==> src/rtl/magic_cube_pkg.sv <==
// rtl/magic_cube_pkg.sv - shared cube-state constants, colour codes and serializer state encodings
package magic_cube_pkg;

  localparam int FACELETS = 9;
  localparam int COLOR_W  = 3;
  localparam int SIDE_W   = FACELETS * COLOR_W;
  localparam int IDX_W    = 4;

  localparam logic [IDX_W-1:0] LAST_IDX = 4'd8;

  localparam logic [COLOR_W-1:0] COLOR_WHITE  = 3'd0;
  localparam logic [COLOR_W-1:0] COLOR_YELLOW = 3'd1;
  localparam logic [COLOR_W-1:0] COLOR_RED    = 3'd2;
  localparam logic [COLOR_W-1:0] COLOR_ORANGE = 3'd3;
  localparam logic [COLOR_W-1:0] COLOR_BLUE   = 3'd4;
  localparam logic [COLOR_W-1:0] COLOR_GREEN  = 3'd5;
  localparam logic [COLOR_W-1:0] COLOR_SPARE  = 3'd6;
  localparam logic [COLOR_W-1:0] COLOR_EMPTY  = 3'd7;

  typedef enum logic [2:0] {
    s_idle  = 3'b000,
    s_scan  = 3'b001,
    s_emit  = 3'b011,
    s_done  = 3'b010,
    s_ready = 3'b110
  } state_t;

endpackage

==> src/rtl/magic_facelet_pick.sv <==
// rtl/magic_facelet_pick.sv - selects one facelet colour and its one-hot position from a packed side
module magic_facelet_pick
  import magic_cube_pkg::*;
(
  input  logic [SIDE_W-1:0]   side,
  input  logic [IDX_W-1:0]    idx,
  output logic [COLOR_W-1:0]  color,
  output logic [FACELETS-1:0] position
);

  // Out-of-range indices read as an empty facelet with no position bit set.
  always_comb begin
    color    = COLOR_EMPTY;
    position = '0;
    for (int i = 0; i < FACELETS; i++) begin
      if (idx == 4'(i)) begin
        color       = side[COLOR_W*i +: COLOR_W];
        position[i] = 1'b1;
      end
    end
  end

endmodule

==> src/rtl/magic_side_data_get.sv <==
// rtl/magic_side_data_get.sv - replays a packed 27-bit side facelet by facelet on a valid/ready handshake
module magic_side_data_get
  import magic_cube_pkg::*;
#(
  parameter bit SKIP_EMPTY = 1'b1
)
(
  input  logic                clk,
  input  logic                rst,
  input  logic                enable,
  input  logic [SIDE_W-1:0]   oneside_din,
  input  logic                out_ready,
  output logic [FACELETS-1:0] position_coding,
  output logic [COLOR_W-1:0]  color_coding,
  output logic                out_valid,
  output logic                busy,
  output logic                done
);

  state_t              state, state_n;
  logic [IDX_W-1:0]    idx, idx_n;
  logic [SIDE_W-1:0]   shadow, shadow_n;
  logic [FACELETS-1:0] pos_n;
  logic [COLOR_W-1:0]  col_n;
  logic                valid_n, busy_n, done_n;
  logic [COLOR_W-1:0]  pick_color;
  logic [FACELETS-1:0] pick_pos;

  // Always reads the latched copy so input changes mid-pass are invisible.
  magic_facelet_pick u_pick (
    .side     (shadow),
    .idx      (idx),
    .color    (pick_color),
    .position (pick_pos)
  );

  // State and every output are registered; reset aborts a pass without a done pulse.
  always_ff @(posedge clk or posedge rst) begin
    if (rst) begin
      state           <= s_idle;
      idx             <= '0;
      shadow          <= '0;
      position_coding <= '0;
      color_coding    <= COLOR_EMPTY;
      out_valid       <= 1'b0;
      busy            <= 1'b0;
      done            <= 1'b0;
    end else begin
      state           <= state_n;
      idx             <= idx_n;
      shadow          <= shadow_n;
      position_coding <= pos_n;
      color_coding    <= col_n;
      out_valid       <= valid_n;
      busy            <= busy_n;
      done            <= done_n;
    end
  end

  // Next-state and next-output decode; everything holds unless a state changes it.
  always_comb begin
    state_n  = state;
    idx_n    = idx;
    shadow_n = shadow;
    pos_n    = position_coding;
    col_n    = color_coding;
    valid_n  = out_valid;
    busy_n   = busy;
    done_n   = done;
    case (state)
      s_idle: begin
        if (enable) begin
          shadow_n = oneside_din;
          idx_n    = '0;
          busy_n   = 1'b1;
          state_n  = s_scan;
        end
      end
      s_scan: begin
        if (SKIP_EMPTY && (pick_color == COLOR_EMPTY)) begin
          if (idx == LAST_IDX) state_n = s_done;
          else                 idx_n   = idx + 4'd1;
        end else begin
          pos_n   = pick_pos;
          col_n   = pick_color;
          valid_n = 1'b1;
          state_n = s_emit;
        end
      end
      s_emit: begin
        if (out_valid && out_ready) begin
          valid_n = 1'b0;
          if (idx == LAST_IDX) begin
            state_n = s_done;
          end else begin
            idx_n   = idx + 4'd1;
            state_n = s_scan;
          end
        end
      end
      s_done: begin
        done_n  = 1'b1;
        busy_n  = 1'b0;
        pos_n   = '0;
        col_n   = COLOR_EMPTY;
        state_n = s_ready;
      end
      s_ready: begin
        done_n  = 1'b0;
        state_n = s_idle;
      end
      default: begin
        valid_n = 1'b0;
        busy_n  = 1'b0;
        done_n  = 1'b0;
        state_n = s_idle;
      end
    endcase
  end

endmodule

==> config.mk <==
export PLATFORM = sky130hd
export DESIGN_NAME = magic_side_data_get
export DESIGN_NICKNAME = d
export VERILOG_FILES = /design/src/rtl/magic_cube_pkg.sv /design/src/rtl/magic_facelet_pick.sv /design/src/rtl/magic_side_data_get.sv
export SDC_FILE = /design/constraint.sdc
export NUM_CORES = 1
export LEC_CHECK = 0
export BUFFER_PORTS_ARGS = -buffer_cell sky130_fd_sc_hd__buf_2
export CORE_UTILIZATION = 40
export DETAILED_ROUTE_END_ITERATION = 10
export MAX_ROUTING_LAYER = met4
export PLACE_DENSITY_LB_ADDON = 0.3
export SLEW_MARGIN = 20
export SYNTH_ARGS = -nofsm -noshare
export SYNTH_HDL_FRONTEND = slang
export SYNTH_SLANG_ARGS = --single-unit
==> constraint.sdc <==
create_clock -name clk -period 6 [get_ports clk]
set_input_delay 1.2 -clock clk [delete_from_list [all_inputs] [get_ports clk]]
set_output_delay 1.2 -clock clk [all_outputs]
set_load 0.03 [all_outputs]
==> reports/qor.csv <==
metric,value,unit
Vias,1875,
MaxCap Viol Count,0,
Final ANT Viol Nets,0,
first-pass iteration count of the detailed router,4,
IO Count,46,
Post-DP HPWL,3697,µm
Overall Power,622.8,µW
status,"finished, final reports clean",
"EDFF count, synth",0,
Sw Pwr,151.8,µW
P_int,471.0,µW
Tmin final,3.225,ns
most frequent cells in the layout,"46 x dfrtp_1, 45 x buf_2, 24 x nand2_1",
startpoint types,register,
required time worst endpoint,6.23,ns
Critical Path Max Stage Delay,0.58,ns
Mapped Area,2416,µm²
average cell area after synthesis,10.33,µm²
Initial Util,42.57,%
clock share of power,34.3,%
TritonCTS Buffers,5,
Cell Rows,27,
CTS tree,yes,
Yosys cell types,38,
clock sinks,49,
Ys Warns,0,
gr ovfl total,0,
die outline width,79.72,µm
Max Fclk,310.1,MHz
routed vias/inst,5.451,
crit end category,register,
Setup Viol. Count Final,0,
DRT Wirelength,5239,µm
largest net degree at the start of global routing,50,
H-tree depth,2,
worst clock skew,0.008140,ns
count of pins over their slew limit,0,
post-synthesis register bit count,49,
fin util,48.92,%
diode count,0,
Critical Path Fanout Max,29,
Slew HR,43.78,%
Die H,79.72,µm
RSZ-0062 raised after global routing,no,
layout cell share with drive strength beyond 1,32.35,%
IO Port Bufs,45,
Total Neg Setup Slack,0,ns
Slew @ Worst Pin,0.8433,ns
Clock transition at path regs,0.09,ns
Crit Path Class,reg2reg,
"most common cell after layout, fill and taps aside",dfrtp_1,
die footprint,6355,µm²
Mapped Cells,234,
final instance area,2776,µm²
Async SR Flop Fraction,100.0,%
syn_nets,269,
Fin. Hold Viols,0,
worst vdd ir,0.1339,mV
Comb power frac,9.6,%
Leak,0.001285,µW
number of remaining DRC errors,0,
Resized Gates After CTS,0,
vias in the first global route,1831,
gr usage total,18.66,%
ys flop type,dfrtp_1,
Reg power frac,56.1,%
Pwr Density,224.3,nW/µm²
clock root buffer,clkbuf_8,
min-delay worst type,reg2reg,
Crit-path slowest cell,or4_1,
switching share of power,24.37,%
global-route wire length before repair,8887,µm
DR WL/cell,15.23,µm
period utilization,53.75,%
clock buffer depth,2,
GP Congestion,0.8257,
fin nets,306,
initial antenna violation count,0,
Post-CTS Setup Inserts,0,
register area share after synthesis,50.91,%
Post-Route Hold Slack,0.5203,ns
Initial DRC Count,111,
CP arrival,3.45,ns
hold buffers post-CTS,0,
synthesis-to-finish area growth,14.91,%
core area,5675,µm²
Placed Instance Area,2665,µm²
Worst-Skew Late Latency,0.30,ns
worst path cell trace,"inv_1, ha_1, nor3b_1, a2111oi_2, nor2_1, nor3_1, a31oi_4, or4_1, a21oi_1",
[sequential cells by signal, summed over array words and instances, names as in the netlist]
register,cells
shadow,27
color_coding,3
state,3
idx,4
done,1
position_coding,9
busy,1
out_valid,1
[power groups by stage]
stage	combinational (µW)	sequential, µW	clock, µW
after CTS	59.7	349	220
after global routing	67.1	351	232
final	59.8	349	214
after detailed placement	59.4	356	0
after floorplan	40.9	352	0
after global placement	57.7	355	0
[kinds of logic (layout without fill, tap and decap cells)]
| family | count (synthesis) | in the layout | synth area share (%) |
|---|---|---|---|
| DFF | 49 | 49 | 50.91 |
| adders and majority gates | 4 | 4 | 2.072 |
| buffers and inverters | 28 | 66 | 5.282 |
| AOI/OAI and AO/OA | 54 | 54 | 14.71 |
| and+or+nand+nor | 76 | 76 | 16.36 |
| muxes | 23 | 23 | 10.67 |
[layout make-up]
cell class	instances	area (µm²)
inverter	12	46.29
clock inverter	1	5.005
clock buffer	7	96.34
sequential	49	1230
multi-input combinational	157	1076
fill	539	2899
timing repair buffer	46	232.7
tap	72	90.09
[worst paths after layout]
| kind | startpoint | depth (start not counted) | slack, ns | end |
|---|---|---|---|---|
| hold / removal | shadow[10] | 1 | 0.52 | shadow[10] |
| setup reg to reg | idx[1] | 9 | 2.77 | idx[3] |
| max in group asynchronous | rst | 2 | 4.46 | shadow[21] |
| setup / recovery | idx[1] | 9 | 2.77 | idx[3] |
| hold reg to reg | shadow[10] | 1 | 0.52 | shadow[10] |
| min in group asynchronous | rst | 2 | 1.01 | position_coding[2] |
[worst max-delay path: cells and delay by family (launching register included)]
kind,cells,cell delay [ns]
AND/OR/NAND/NOR,4,1.23
flip-flops,1,0.43
adder cells (fa/ha/maj),1,0.53
buffers and inverters,1,0.11
AO/OA/AOI/OAI,3,0.85
[routing by layer]
layer	vias to the layer above	global-route usage [%]	routed length, µm
met2	49	28.63	2496
li1	904	-	-
met5	-	-	0
met3	6	3.771	247
met4	0	6.182	61
met1	916	24.65	2434
[per-stage QoR]
stage | cells | worst slack, ns
after CTS | 344 | 2.687
after global placement | 336 | 2.877
final | 344 | 2.775
after detailed placement | 336 | 2.715
after global routing | 344 | 2.560
after floorplan | 234 | 3.341
[cells in the mapped netlist, types with 3 or more instances]
cell type   n  area, µm²
dfrtp_1    46       1151
nand2_1    24      90.09
mux2_2     22      247.7
o21ai_0    20      100.1
inv_1      12      45.04
a21oi_1    11      55.05
nand3_1    11      55.05
nor2_1      9      33.78
clkbuf_1    8      30.03
nor2b_1     7      43.79
buf_2       6      30.03
nor3b_1     6      45.04
nand2b_1    5      31.28
ha_1        4      50.05
a2111oi_2   3      45.04
dfstp_2     3      78.83
nor3_1      3      15.01
o211ai_1    3      22.52
o22ai_1     3      18.77
o31ai_1     3      22.52
or4_1       3      22.52
Power figures use the tool's default switching activity.
